==> config.mk <==
export PLATFORM = sky130hd
export DESIGN_NAME = udp_ctrl_regbank_flat
export DESIGN_NICKNAME = d
export VERILOG_FILES = /design/src/rtl/udp_ctrl_regbank_if.sv /design/src/rtl/udp_ctrl_regbank.sv /design/src/flat_wrapper.sv
export SDC_FILE = /design/constraint.sdc
export NUM_CORES = 1
export LEC_CHECK = 0
export CAP_MARGIN = 20
export CORE_MARGIN = 5
export CORE_UTILIZATION = 59
export CTS_BUF_LIST = sky130_fd_sc_hd__clkbuf_8 sky130_fd_sc_hd__clkbuf_16
export CTS_CLUSTER_DIAMETER = 150
export DETAILED_ROUTE_END_ITERATION = 8
export PLACE_DENSITY = 0.95
export SLEW_MARGIN = 0
export SYNTH_ARGS = -nofsm -noshare
export SYNTH_HDL_FRONTEND = slang
export SYNTH_SLANG_ARGS = --single-unit
==> constraint.sdc <==
create_clock -name clk -period 19.49 [get_ports clk]
set_clock_uncertainty 0.2 [all_clocks]
set_input_delay 2.9235 -clock clk [delete_from_list [all_inputs] [get_ports clk]]
set_output_delay 2.9235 -clock clk [all_outputs]
set_load 0.01 [all_outputs]
==> src/rtl/udp_ctrl_regbank_if.sv <==
// udp_ctrl_regbank_if: register access bus between the UDP server and the register bank
interface udp_ctrl_regbank_if;
  logic reg_wr_en;
  logic reg_rd_en;
  logic [7:0] reg_addr;
  logic [31:0] reg_wdata;
  logic [31:0] reg_rdata;
  logic reg_ack;
  modport master (output reg_wr_en, reg_rd_en, reg_addr, reg_wdata, input reg_rdata, reg_ack);
  modport slave (input reg_wr_en, reg_rd_en, reg_addr, reg_wdata, output reg_rdata, reg_ack);
endinterface

==> src/rtl/udp_ctrl_regbank.sv <==
// udp_ctrl_regbank: control/config/status registers for the payload generator with pipelined reads
module udp_ctrl_regbank #(
  parameter logic [31:0] ID_VALUE = 32'hC0DE_0100,
  parameter int unsigned RD_LATENCY = 2,
  parameter logic [15:0] DEFAULT_LEN = 16'd1024,
  parameter logic [15:0] MIN_LEN = 16'd8,
  parameter logic [15:0] MAX_LEN = 16'd8972,
  parameter logic [31:0] BAD_ADDR_DATA = 32'hDEAD_BEEF
) (
  input  logic clk,
  input  logic rst,
  udp_ctrl_regbank_if.slave bus,
  output logic gen_enable,
  output logic gen_loopback,
  output logic gen_soft_rst,
  output logic [15:0] gen_pkt_len,
  output logic [15:0] gen_ifg,
  output logic [15:0] gen_dst_port,
  input  logic gen_busy,
  input  logic tx_pkt_done,
  input  logic tx_overflow,
  input  logic crc_err
);
  logic [31:0] scratch, tx_cnt, rd_mux;
  logic [15:0] pkt_len, ifg, dst_port, err_cnt, len_clamp;
  logic [1:0] ctrl;
  logic soft_rst, ovf, crc;
  logic [RD_LATENCY-1:0] vld;
  logic [31:0] dat [RD_LATENCY];
  logic wr_ctrl, wr_status, wr_err;
  assign wr_ctrl = bus.reg_wr_en && bus.reg_addr == 8'h02;
  assign wr_status = bus.reg_wr_en && bus.reg_addr == 8'h06;
  assign wr_err = bus.reg_wr_en && bus.reg_addr == 8'h08;
  assign len_clamp = bus.reg_wdata[15:0] < MIN_LEN ? MIN_LEN :
                     bus.reg_wdata[15:0] > MAX_LEN ? MAX_LEN : bus.reg_wdata[15:0];
  always_ff @(posedge clk or posedge rst) begin
    if (rst) begin
      scratch <= '0;
      ctrl <= '0;
      pkt_len <= DEFAULT_LEN;
      ifg <= '0;
      dst_port <= 16'h1234;
      soft_rst <= 1'b0;
      ovf <= 1'b0;
      crc <= 1'b0;
      tx_cnt <= '0;
      err_cnt <= '0;
    end else begin
      if (bus.reg_wr_en) begin
        case (bus.reg_addr)
          8'h01: scratch <= bus.reg_wdata;
          8'h02: ctrl <= bus.reg_wdata[1:0];
          8'h03: pkt_len <= len_clamp;
          8'h04: ifg <= bus.reg_wdata[15:0];
          8'h05: dst_port <= bus.reg_wdata[15:0];
          default: ;
        endcase
      end
      soft_rst <= wr_ctrl && bus.reg_wdata[8];
      // a set pulse beats a same-cycle write-1-to-clear
      ovf <= tx_overflow | (ovf & ~(wr_status && bus.reg_wdata[1]));
      crc <= crc_err | (crc & ~(wr_status && bus.reg_wdata[2]));
      tx_cnt <= soft_rst ? '0 : tx_cnt + {31'd0, tx_pkt_done};
      err_cnt <= wr_err ? '0 : err_cnt + {15'd0, crc_err && err_cnt != 16'hFFFF};
    end
  end
  always_comb begin
    rd_mux = BAD_ADDR_DATA;
    case (bus.reg_addr)
      8'h00: rd_mux = ID_VALUE;
      8'h01: rd_mux = scratch;
      8'h02: rd_mux = {30'd0, ctrl};
      8'h03: rd_mux = {16'd0, pkt_len};
      8'h04: rd_mux = {16'd0, ifg};
      8'h05: rd_mux = {16'd0, dst_port};
      8'h06: rd_mux = {29'd0, crc, ovf, gen_busy};
      8'h07: rd_mux = tx_cnt;
      8'h08: rd_mux = {16'd0, err_cnt};
      default: rd_mux = BAD_ADDR_DATA;
    endcase
  end
  // data stages load only with their valid, so the last stage holds rdata between acks
  always_ff @(posedge clk or posedge rst) begin
    if (rst) begin
      vld <= '0;
      for (int i = 0; i < RD_LATENCY; i++) dat[i] <= '0;
    end else begin
      vld[0] <= bus.reg_rd_en;
      if (bus.reg_rd_en) dat[0] <= rd_mux;
      for (int i = 1; i < RD_LATENCY; i++) begin
        vld[i] <= vld[i-1];
        if (vld[i-1]) dat[i] <= dat[i-1];
      end
    end
  end
  assign bus.reg_ack = vld[RD_LATENCY-1];
  assign bus.reg_rdata = dat[RD_LATENCY-1];
  assign gen_enable = ctrl[0];
  assign gen_loopback = ctrl[1];
  assign gen_soft_rst = soft_rst;
  assign gen_pkt_len = pkt_len;
  assign gen_ifg = ifg;
  assign gen_dst_port = dst_port;
endmodule

==> src/flat_wrapper.sv <==
// flat-port wrapper written by rule: the top's interface ports become plain ports
module udp_ctrl_regbank_flat 
#(
  parameter logic [31:0] ID_VALUE = 32'hC0DE_0100,
  parameter int unsigned RD_LATENCY = 2,
  parameter logic [15:0] DEFAULT_LEN = 16'd1024,
  parameter logic [15:0] MIN_LEN = 16'd8,
  parameter logic [15:0] MAX_LEN = 16'd8972,
  parameter logic [31:0] BAD_ADDR_DATA = 32'hDEAD_BEEF
)
  (clk, rst, gen_enable, gen_loopback, gen_soft_rst, gen_pkt_len, gen_ifg, gen_dst_port, gen_busy, tx_pkt_done, tx_overflow, crc_err, bus_reg_wr_en, bus_reg_rd_en, bus_reg_addr, bus_reg_wdata, bus_reg_rdata, bus_reg_ack);
  udp_ctrl_regbank_if bus_i ();
  input  logic clk;
  input  logic rst;
  output logic gen_enable;
  output logic gen_loopback;
  output logic gen_soft_rst;
  output logic [15:0] gen_pkt_len;
  output logic [15:0] gen_ifg;
  output logic [15:0] gen_dst_port;
  input  logic gen_busy;
  input  logic tx_pkt_done;
  input  logic tx_overflow;
  input  logic crc_err;
  input wire logic [$bits(bus_i.reg_wr_en)-1:0] bus_reg_wr_en;
  input wire logic [$bits(bus_i.reg_rd_en)-1:0] bus_reg_rd_en;
  input wire logic [$bits(bus_i.reg_addr)-1:0] bus_reg_addr;
  input wire logic [$bits(bus_i.reg_wdata)-1:0] bus_reg_wdata;
  output wire logic [$bits(bus_i.reg_rdata)-1:0] bus_reg_rdata;
  output wire logic [$bits(bus_i.reg_ack)-1:0] bus_reg_ack;
  assign bus_i.reg_wr_en = bus_reg_wr_en;
  assign bus_i.reg_rd_en = bus_reg_rd_en;
  assign bus_i.reg_addr = bus_reg_addr;
  assign bus_i.reg_wdata = bus_reg_wdata;
  assign bus_reg_rdata = bus_i.reg_rdata;
  assign bus_reg_ack = bus_i.reg_ack;
  udp_ctrl_regbank #(.ID_VALUE(ID_VALUE), .RD_LATENCY(RD_LATENCY), .DEFAULT_LEN(DEFAULT_LEN), .MIN_LEN(MIN_LEN), .MAX_LEN(MAX_LEN), .BAD_ADDR_DATA(BAD_ADDR_DATA)) u_core (.clk(clk), .rst(rst), .bus(bus_i), .gen_enable(gen_enable), .gen_loopback(gen_loopback), .gen_soft_rst(gen_soft_rst), .gen_pkt_len(gen_pkt_len), .gen_ifg(gen_ifg), .gen_dst_port(gen_dst_port), .gen_busy(gen_busy), .tx_pkt_done(tx_pkt_done), .tx_overflow(tx_overflow), .crc_err(crc_err));
endmodule
# Word level (Yosys, flattened, before mapping)
# Index checks and enable logic that the tools add are counted.
[totals]
ff_bits = 199
inputBits = 48
out_inout_bits = 84
wordCells = 50
[classes]
add_sub_neg = 2
order_cmp = 2
n_eq_ne = 9
muxes = 5
bitwise = 6
n_reduce_logical = 13
[op_table]
columns = ["operator", "count"]
rows = [
  ["case mux 32 bit (9 select lines)", 1],
  ["2-to-1 mux 16 bit", 3],
  ["adder 32 x 1 -> 32 bit", 1],
  ["== test 8 x 3 -> 1 bit, second input constant", 4],
  ["2-to-1 mux 32 bit", 1],
  ["adder 16 x 1 -> 16 bit", 1],
  ["== test 8 x 2 -> 1 bit, second input constant", 2],
  ["> comparator 16 x 14 -> 1 bit, second input constant", 1],
  ["less-than comparator 16 x 4 -> 1 bit, second input constant", 1],
  ["inequality test 16 bit, second input constant", 1],
  ["AND reduction 2 bit", 5],
  ["== test 8 x 1 -> 1 bit, second input constant", 1],
  ["== test 8 x 4 -> 1 bit, second input constant", 1],
  ["logical NOT 8 bit", 1],
  ["logical AND 1 bit", 7],
  ["bitwise AND 1 bit", 2],
  ["NOT 1 bit", 2],
  ["bitwise OR 1 bit", 2],
]

# Longest topological paths before layout
[depth]
depth_word = 6
ltp_mapped = 9
ltp_nobuf = 8

# Least setup slack after synthesis
# No wires, ideal clock.
[synth_path]
path_kind = "input -> register"
start = "input tx_pkt_done"
end = "register u_core.tx_cnt[30]"
setup_ns = 0.125
arrival_time_ns = 4.461
required_ns = 19.165
path_slack_ns = 14.704
stages = 7
path_buffers = 1
cell_sequence = "ha_1 -> ha_1 -> and3_1 -> clkbuf_1 -> nand4_1 -> nor4_1 -> mux2_2"
[synth_via]
elab_chain_len = 2
[synth_rtl]
columns = ["element", "line_no", "text"]
rows = [
  ["start: declaration", "flat_wrapper.sv:22", "input logic tx_pkt_done;"],
  ["adder 32 x 1 -> 32 bit", "udp_ctrl_regbank.sv:63", "tx_cnt <= soft_rst ? '0 : tx_cnt + {31'd0, tx_pkt_done};"],
  ["2-to-1 mux 32 bit", "udp_ctrl_regbank.sv:63", ""],
  ["end signal: assignment", "udp_ctrl_regbank.sv:63", ""],
  ["end: declaration", "udp_ctrl_regbank.sv:24", "logic [31:0] scratch, tx_cnt, rd_mux;"],
]
# Every way passes these cells.
# A chain may end at the register's enable or synchronous reset.

# Final worst setup path
[layout_path]
start = "input bus_reg_addr[0]"
end = "register u_core.scratch[31]"
[layout_via]
elab_chain_len = 2
[layout_rtl]
columns = ["element", "line_no", "text"]
rows = [
  ["start: declaration", "flat_wrapper.sv:27", "input wire logic [$bits(bus_i.reg_addr)-1:0] bus_reg_addr;"],
  ["== test 8 x 1 -> 1 bit", "udp_ctrl_regbank.sv:50", "case (bus.reg_addr)"],
  ["AND reduction 2 bit (no source line)", "n/a", ""],
  ["end signal: assignment", "udp_ctrl_regbank.sv:51", "8'h01: scratch <= bus.reg_wdata;"],
  ["end: declaration", "udp_ctrl_regbank.sv:24", ""],
]
# Every way passes these cells.

==> results by group <==
Run status
  • Status: complete, no violations

Cells and area
  • Most frequent cells in the layout: 193 x dfrtp_1, 131 x clkdlybuf4s50_1, 86 x mux2_1
  • Most common cell after layout, fill and taps aside: dfrtp_1
  • Multi-input logic area: between 0.003 and 0.004 mm²
  • Layout cells sized above 1: 8.45%
  • Nets: about 960
  • Diodes inserted: 0
  • Seq. cell area: 0.00499 mm²
  • Fill cells: 987
  • Area Overhead vs Synth: 19.1%
  • Final cell utilization of the core: between 70% and 80%

Pwr
  • Leakage: 0.00471 µW
  • Worst VDD drop: 0.0679 mV
  • Pwr dens: 80.7 mW/mm²

STA
  • Max Clk Rate: 180 MHz
  • Worst slew pin tran: about 0.83 ns
  • Max-slew violations: 0
  • RSZ-0062 raised after global routing: no
  • Crit share post-route: 28.5%
  • WHS: 0.284 ns
  • Relative slew slack: 44.3%
  • Final setup viols: 0
  • Setup TNS: 0 ns
  • Final hold violation count: 0
  • Tmin final: approximately 5.6 ns

Synthesis
  • Post-Syn Area: about 0.0094 mm²
  • YS warnings: 0
  • Share of flip-flops with an asynchronous set or reset: 100%
  • Synth Flop Type: dfrtp_1
  • Post-synth EDFFs: 0
  • Avg Cell Area, Syn: 11.4 µm²
  • Syn Inst Count: 830
  • Syn Nets: slightly below 900
  • Flops & latches, synth: approximately 200
  • Seq/Total Area, Yosys: 52.8%
  • Cell variety after synth: 62

Routing
  • Post-route ant nets: 0
  • Drt drc: 0
  • DR WL/cell: 22.8 µm
  • Via density: around 6.6
  • Vias: 7540
  • Drt total wl: approximately 26000 µm
  • Detailed Routing Iterations Pass 1: 6
  • Initial DRC count: 1199

Clock network
  • # Post-CTS Setup Buffers: 0
  • TritonCTS clock tree: yes
  • Clock slew at reported path FFs: 0.07 ns
  • Skew-Pair Late Insertion Delay: 0.44 ns
  • Post-CTS sizing: 0
  • Clock root buffer: clkbuf_16
  • H-Tree Depth: 4
  • CTS Sinks: 199
  • CTS Buf Count: 17
  • Max clock buf depth: 2
  • Hold buffer count at cts: 0

Die
  • Core region area: 0.0158 mm²
  • Initial Utilization: 59.9%
  • Num rows: between 40 and 50
  • Chip width: 137 µm
  • Height of the die: between 100 and 150 µm
  • I/O Pins: 132
  • Die Area: 0.0186 mm²

Placement
  • Dpl hpwl: 17600 µm
  • Routability cong.: 0.868
  • Port Buffers: 131

Setup path
  • WP data required: 19.60 ns
  • Setup crit start kind: input port
  • Worst Setup End Kind: flop
  • Setup CP Type: in2reg
  • Critical path data arrival time: 5.67 ns
  • Max Fanout on Critical Path: 38

Flow run
  • Max cap viols: 0

Global route
  • All-layer global routing usage: between 20% and 30%
  • Initial antenna violation count: 1
  • First-pass GRT wire length: 40500 µm
  • Largest net degree at the start of global routing: ~110
  • Vias in the first global route: approximately 7400
  • Total grt overflow: 0

Worst hold path
  • Worst Hold Class: reg2reg
==> cell families after synthesis <==
family / Yosys count / share of synthesized area [%]
simple gates: 229 / 12.9
flops: 199 / 52.8
compound gates: 160 / 11.9
mux: 125 / 14.6
buf+inv: 91 / 5.20
xor+xnor: 22 / 2.04
fa+ha+maj: 4 / 0.530
==> state kept, by name, indices dropped and copies added (netlist names) <==
signal and count:
u_core.gen_ifg 16, u_core.dat 32, u_core.err_cnt 16, u_core.vld 2, u_core.gen_pkt_len 16, u_core.gen_dst_port 16, u_core.bus.reg_rdata 32, u_core.ovf 1
u_core.scratch 32, u_core.tx_cnt 32, u_core.ctrl 2, u_core.crc 1, u_core.gen_soft_rst 1
==> cells in the mapped netlist (12+ instances only) <==
cell       count  area (µm²)
dfrtp_1      193        4830
mux2_1        86         968
nor2_1        60         225
nand2_1       39         146
a21oi_1       34         170
buf_4         33         248
clkbuf_1      29         109
nand3_1       24         120
o21ai_0       23         115
mux2i_1       20         200
mux2_2        19         214
o2bb2ai_1     17         149
xor2_1        16         140
buf_2         15        75.1
a22oi_1       13        97.6
and3_1        13        81.3
or4_1         13        97.6
a221oi_1      12         105
a31oi_1       12        75.1
==> worst paths after layout <==
| kind | slack [ns] | start | endpoint | cells after the start |
|---|---|---|---|---|
| max in group asynchronous | 15.11 | rst | u_core.tx_cnt[16] | 4 |
| min in group asynchronous | 2.82 | rst | u_core.bus.reg_rdata[9] | 2 |
| hold / removal | 0.28 | u_core.bus.reg_rdata[13] | u_core.bus.reg_rdata[13] | 1 |
| hold reg to reg | 0.28 | u_core.bus.reg_rdata[13] | u_core.bus.reg_rdata[13] | 1 |
| setup reg to reg | 16.90 | u_core.err_cnt[7] | u_core.err_cnt[13] | 8 |
| setup / recovery | 13.94 | bus_reg_addr[0] | u_core.scratch[31] | 6 |
==> routing by layer <==
metal | vias up | share of wire (%) | track usage, %
met3 | 107 | 10 | 7.28
met1 | 3734 | 38 | 38.3
met2 | 538 | 47 | 43.8
met5 | - | 0.062 | 0
li1 | 3159 | - | -
met4 | 2 | 4.2 | 11.3
==> stage by stage <==
stage                     std cells  power (µW)  setup WS [ns]  area (µm²)
after floorplan                 830         523          10.95        9450
after global placement         1105         564          13.37       10700
after detailed placement       1105         569          13.28       10700
after CTS                      1137         904          13.69       11200
after global routing           1139         934          13.85       11300
final                          1139         908          13.94       11300
==> where the power goes <==
group	switching (µW)	total (µW)	internal, µW
Combinational	53.7	101	46.9
Sequential	30.5	468	438
Clock	157	339	182
==> worst max-delay path, stage by stage <==
cell	delay, ns
clkdlybuf4s50_1	0.46
buf_4	0.43
nor4b_1	0.38
nand3_1	0.63
buf_4	0.47
mux2_1	0.35
==> cell type report <==
cell class | count | share of cell area [%]
repair buffers | 144 | 12.7
well taps | 216 | 2.40
clock inverters | 13 | 0.967
clock buffers | 19 | 4.02
flip-flops and latches | 199 | 44.3
multi-input cells | 540 | 35.3
inverters | 8 | 0.333
No activity file was read; power rests on OpenSTA's default activity.
==> RTL change 1 (same settings) <==
`RD_LATENCY` is set to 2 in 2 places; all go to 4.
--- a/src/rtl/udp_ctrl_regbank.sv
+++ b/src/rtl/udp_ctrl_regbank.sv
@@ -2,5 +2,5 @@
 module udp_ctrl_regbank #(
   parameter logic [31:0] ID_VALUE = 32'hC0DE_0100,
-  parameter int unsigned RD_LATENCY = 2,
+  parameter int unsigned RD_LATENCY = 4,
   parameter logic [15:0] DEFAULT_LEN = 16'd1024,
   parameter logic [15:0] MIN_LEN = 16'd8,
--- a/src/flat_wrapper.sv
+++ b/src/flat_wrapper.sv
@@ -3,5 +3,5 @@
 #(
   parameter logic [31:0] ID_VALUE = 32'hC0DE_0100,
-  parameter int unsigned RD_LATENCY = 2,
+  parameter int unsigned RD_LATENCY = 4,
   parameter logic [15:0] DEFAULT_LEN = 16'd1024,
   parameter logic [15:0] MIN_LEN = 16'd8,
Check against the original RTL: not equivalent (Yosys sat finds a counterexample within 4 cycles, from zero or initial values and one cycle with rst high).
==> RTL change 1 against the original RTL <==
Sequential cell count is 66 higher; hold slack got worse by 0.10 ns; critical path depth decreased by 1; sequential share of layout area is 3.0 points higher; largest cell class unchanged; area after synthesis rose by 25%; power increased by 39%; worst setup slack worse by 0.063 ns; utilization is 0.32 points higher; cell area rose by 25%; wire length grew 25%.
==> RTL change 1: results (changes against the original RTL) <==
status finished clean; min-delay src u_core.vld[1]; total CTS buffers 26 (+9); layout net count 1104 (+15%); largest net degree at the start of global routing 131 (+18%); routability cong. 0.904 (+4.1%); Post-DP Area 13100 um^2 (+23%); Final Util 71.7% (+0.32 points); CP Data Arrival Time 5.82 ns (+0.15 ns); GRT Util Overall 28.3% (+0.11 points); FILL cells 1214 (+23%); Worst R2R Start u_core.tx_cnt[6]; syn nets 1019 (+16%); detailed router's first-iteration violation count 1031 (-14%); slowest CP cell and3_1; H-Tree Depth 1 (-3); DP HPWL 20600 um (+17%); Post-synth top cells dfrtp_1 (259), mux2_2 (179), nor2_1 (71); Crit Path Max Fanout 34 (-11%); largest cells by area after synthesis dfrtp_1 (55%), mux2_2 (17%), nor2_1 (2.3%); RR Endpoint u_core.tx_cnt[31]; first-pass iteration count of the detailed router 8 (+2); first-pass GRT wire length 50200 um (+24%); via count 8841 (+17%); share of cells above drive strength 1 23.6% (+15 points); worst skew pair latency 0.53 ns (+0.09 ns); WHS Endpoint u_core.vld[2]; CP delay by family, top simple AND/OR/NAND/NOR gates
==> RTL change 1: changes by cell type in the layout (fill, tap and decap cells not counted), moves of 10 or more <==
cell,unedited run,this run
nor2_1,60,71
a22o_1,5,23
clkbuf_16,17,27
dfrtp_1,193,259
o2bb2ai_1,17,6
mux2_1,86,0
mux2i_1,20,5
mux2_2,19,179
o21ai_0,23,13
==> RTL change 1: metrics by stage <==
| stage | hold WS, ns | setup slack, ns | cells |
|---|---|---|---|
| after global placement | 0.156 | 13.22 | 1286 |
| after CTS | 0.182 | 13.58 | 1334 |
| after floorplan | 0.152 | 9.08 | 967 |
| after global routing | 0.194 | 13.81 | 1337 |
| final | 0.182 | 13.87 | 1338 |
| after detailed placement | 0.164 | 13.09 | 1286 |
==> RTL change 1: report_power, final <==
part	switching (mW)	internal (mW)	leakage, nW
Combinational	0.0623	0.0562	2.12
Clock	0.216	0.308	0.457
Sequential	0.0374	0.579	3.14
Total	0.315	0.944	5.72
==> RTL change 1: kinds of logic after synthesis <==
| logic type | count (synthesis) | share of synthesized area, % |
|---|---|---|
| AO/OA/AOI/OAI | 139 | 8.45 |
| XOR/XNOR | 26 | 1.93 |
| adder cells (fa/ha/maj) | 4 | 0.424 |
| buffers and inverters | 99 | 4.27 |
| flip-flops | 265 | 56.3 |
| multiplexers | 184 | 17.5 |
| AND/OR/NAND/NOR | 250 | 11.1 |
==> RTL change 1: worst max path at each step <==
stage / from / end / cells after the start
CTS: bus_reg_addr[5] / u_core.scratch[5] / 6
floorplan: rst / u_core.bus.reg_rdata[0] / 1
global route: bus_reg_addr[5] / u_core.gen_ifg[12] / 6
finish: bus_reg_addr[2] / u_core.gen_ifg[15] / 5
detailed placement: bus_reg_addr[5] / u_core.scratch[5] / 6
global placement: bus_reg_addr[5] / u_core.scratch[20] / 6
==> RTL change 1: worst register-to-register path, delay by kind of cell, from the launching register on <==
family	cells	cell delay (ns)
and+or+nand+nor	3	1.70
muxes	1	0.38
DFF	1	0.50
==> RTL change 1: routing by layer <==
metal	vias up	routed length [um]	track usage, %
met4	0	1830	13.6
li1	3670	-	-
met2	633	15200	44.6
met1	4371	12100	37.8
met5	-	0	0
met3	167	3220	5.98
==> RTL change 1: cell type report <==
type                            instances  area share (%)
Sequential cell                       265            47.3
Multi-Input combinational cell        603            33.2
Timing Repair Buffer                  147            10.4
Clock buffer                           35            5.59
Tap cell                              265            2.36
Clock inverter                         13           0.837
Inverter                                9           0.294
Antenna cell                            1          0.0178
==> RTL change 2 (same flow settings) <==
Without the edit above. Make the reset (`rst`) synchronous in 2 clocked blocks.
--- a/src/rtl/udp_ctrl_regbank.sv
+++ b/src/rtl/udp_ctrl_regbank.sv
@@ -34,5 +34,5 @@
   assign len_clamp = bus.reg_wdata[15:0] < MIN_LEN ? MIN_LEN :
                      bus.reg_wdata[15:0] > MAX_LEN ? MAX_LEN : bus.reg_wdata[15:0];
-  always_ff @(posedge clk or posedge rst) begin
+  always_ff @(posedge clk) begin
     if (rst) begin
       scratch <= '0;
@@ -81,5 +81,5 @@
   end
   // data stages load only with their valid, so the last stage holds rdata between acks
-  always_ff @(posedge clk or posedge rst) begin
+  always_ff @(posedge clk) begin
     if (rst) begin
       vld <= '0;
Function: differs if rst is asserted again (counterexample within 4 cycles, from zero or initial values and one cycle with rst high); with rst held inactive, the same outputs for 4 cycles.
==> RTL change 2 against the original RTL <==
Power fell by 5.2%; final cell count up 11%; largest cell class unchanged; sequential power decreased by 5.1%; critical path depth shrank 1; register-to-register slack improved by 0.02 ns; wire length fell by 3.2%; area after synthesis shrank 1.0%; clock power grew 4%; critical path type unchanged; maximum frequency shrank 5.9%; worst setup slack worse by 0.35 ns; sequential cell count did not move; critical endpoint is now u_core.gen_pkt_len[10]; cell area is 1.8% lower.
==> RTL change 2: results (changes against the original RTL) <==
worst skew pair latency 0.45 ns; layout net count 1084 (+13%); Peak VDD IR 0.0000602 V (-11%); Crit Path Max Fanout 24 (-37%); Routed WL 25100 um (-3.2%); Met2 Wirelength 11200 um (-8.3%); met1 wire length 9980 um (+0.60%); largest net degree at the start of global routing 78 (-30%); Post-Syn Instances 969 (+17%); syn nets 1022 (+16%); sequential element share of the synthesized area 49.5% (-3.3 points); Post-synth ARST share 0% (-100 points); placed cell count 1228 (+11%); wire length on met3 2940 um (+8.3%); Adder-Cell Fraction of Synth Area 0.669% (+0.14 points); pre-CTS setup slack 13.24 ns (-0.0387 ns); highest routed layer met4; worst hold slack 0.258 ns (-0.0259 ns); routability cong. 0.935 (+7.8%); slowest cell delay on critical path 0.88 ns (+0.25 ns); largest cells by area after synthesis dfxtp_1 (29%), edfxtp_1 (21%), mux2i_1 (4.7%); Post-synth EDFFs 64 (+64); M2 GR Usage 42.7% (-1.1 points); Post-DP Area 10500 um^2 (-1.7%); initial antenna violation count 0 (-1); multiplexer share of the synthesized area 7.36% (-7.3 points); Inserted Diodes 0 (unchanged); Final Non-Filler Cells 1260 (+11%); Synth Area in XOR/XNOR 2.06% (+0.021 points); first-pass iteration count of the detailed router 6 (unchanged); first-pass GRT wire length 39600 um (-2.2%); setup ws final 13.59 ns (-0.350 ns); Slew HR 39.5% (-4.8 points); HP Class reg -> reg; Leak Pwr 4.07 nW (-14%); GR Util met1 38.2% (-0.14 points); CP delay by family, top simple AND/OR/NAND/NOR gates; Via density 6.24 (-5.7%); GRT Util Overall 27.7% (-0.54 points); status finished clean; Synthesis Warnings 0 (unchanged); Post-synth top cells dfxtp_1 (135), nand2_1 (104), a21oi_1 (80); Max clock buf depth 2 (unchanged); DP HPWL 17200 um (-2.8%); Compound-Gate Fraction of Synth Area 14.2% (+2.3 points); unique cell type count in the Yosys netlist 63 (+1.6%); detailed router's first-iteration violation count 904 (-25%); Pint 0.651 mW (-2.4%); Post-CTS Resized 0 (unchanged); biggest regs u_core.dat (64), u_core.scratch (32), u_core.tx_cnt (32); R2R setup slack 16.92 ns (+0.02 ns); share of cells above drive strength 1 7.85% (-0.60 points); slowest CP cell clkdlybuf4s50_1; CP Data Arrival Time 6.05 ns (+0.38 ns); vias in the first global route 7295 (-1.2%); grt met3 use 5.88% (-1.4 points)
RTL change 2: power groups by stage:
stage / Combinational, mW / Clock [mW] / Sequential [mW]
after CTS: 0.0639 / 0.353 / 0.444
final: 0.0649 / 0.352 / 0.444
after global placement: 0.0621 / 0 / 0.453
after floorplan: 0.0386 / 0 / 0.452
after detailed placement: 0.0635 / 0 / 0.454
after global routing: 0.0690 / 0.370 / 0.445
RTL change 2: layout make-up:
type	count	area, um^2
repair buffers	140	1380
clock buffers	17	425
flip-flops and latches	199	4620
multi-input cells	654	4130
clock inverters	15	160
fillers	1132	4650
inverters	19	71.3
well taps	216	270
RTL change 2: path summary, 6_finish.rpt:
kind | from | to | cells after the start
worst min-delay path | u_core.scratch[5] | u_core.scratch[5] | 2
worst min register to register | u_core.scratch[5] | u_core.scratch[5] | 2
worst max-delay path | bus_reg_addr[2] | u_core.gen_pkt_len[10] | 5
worst max register to register | u_core.err_cnt[7] | u_core.err_cnt[15] | 8
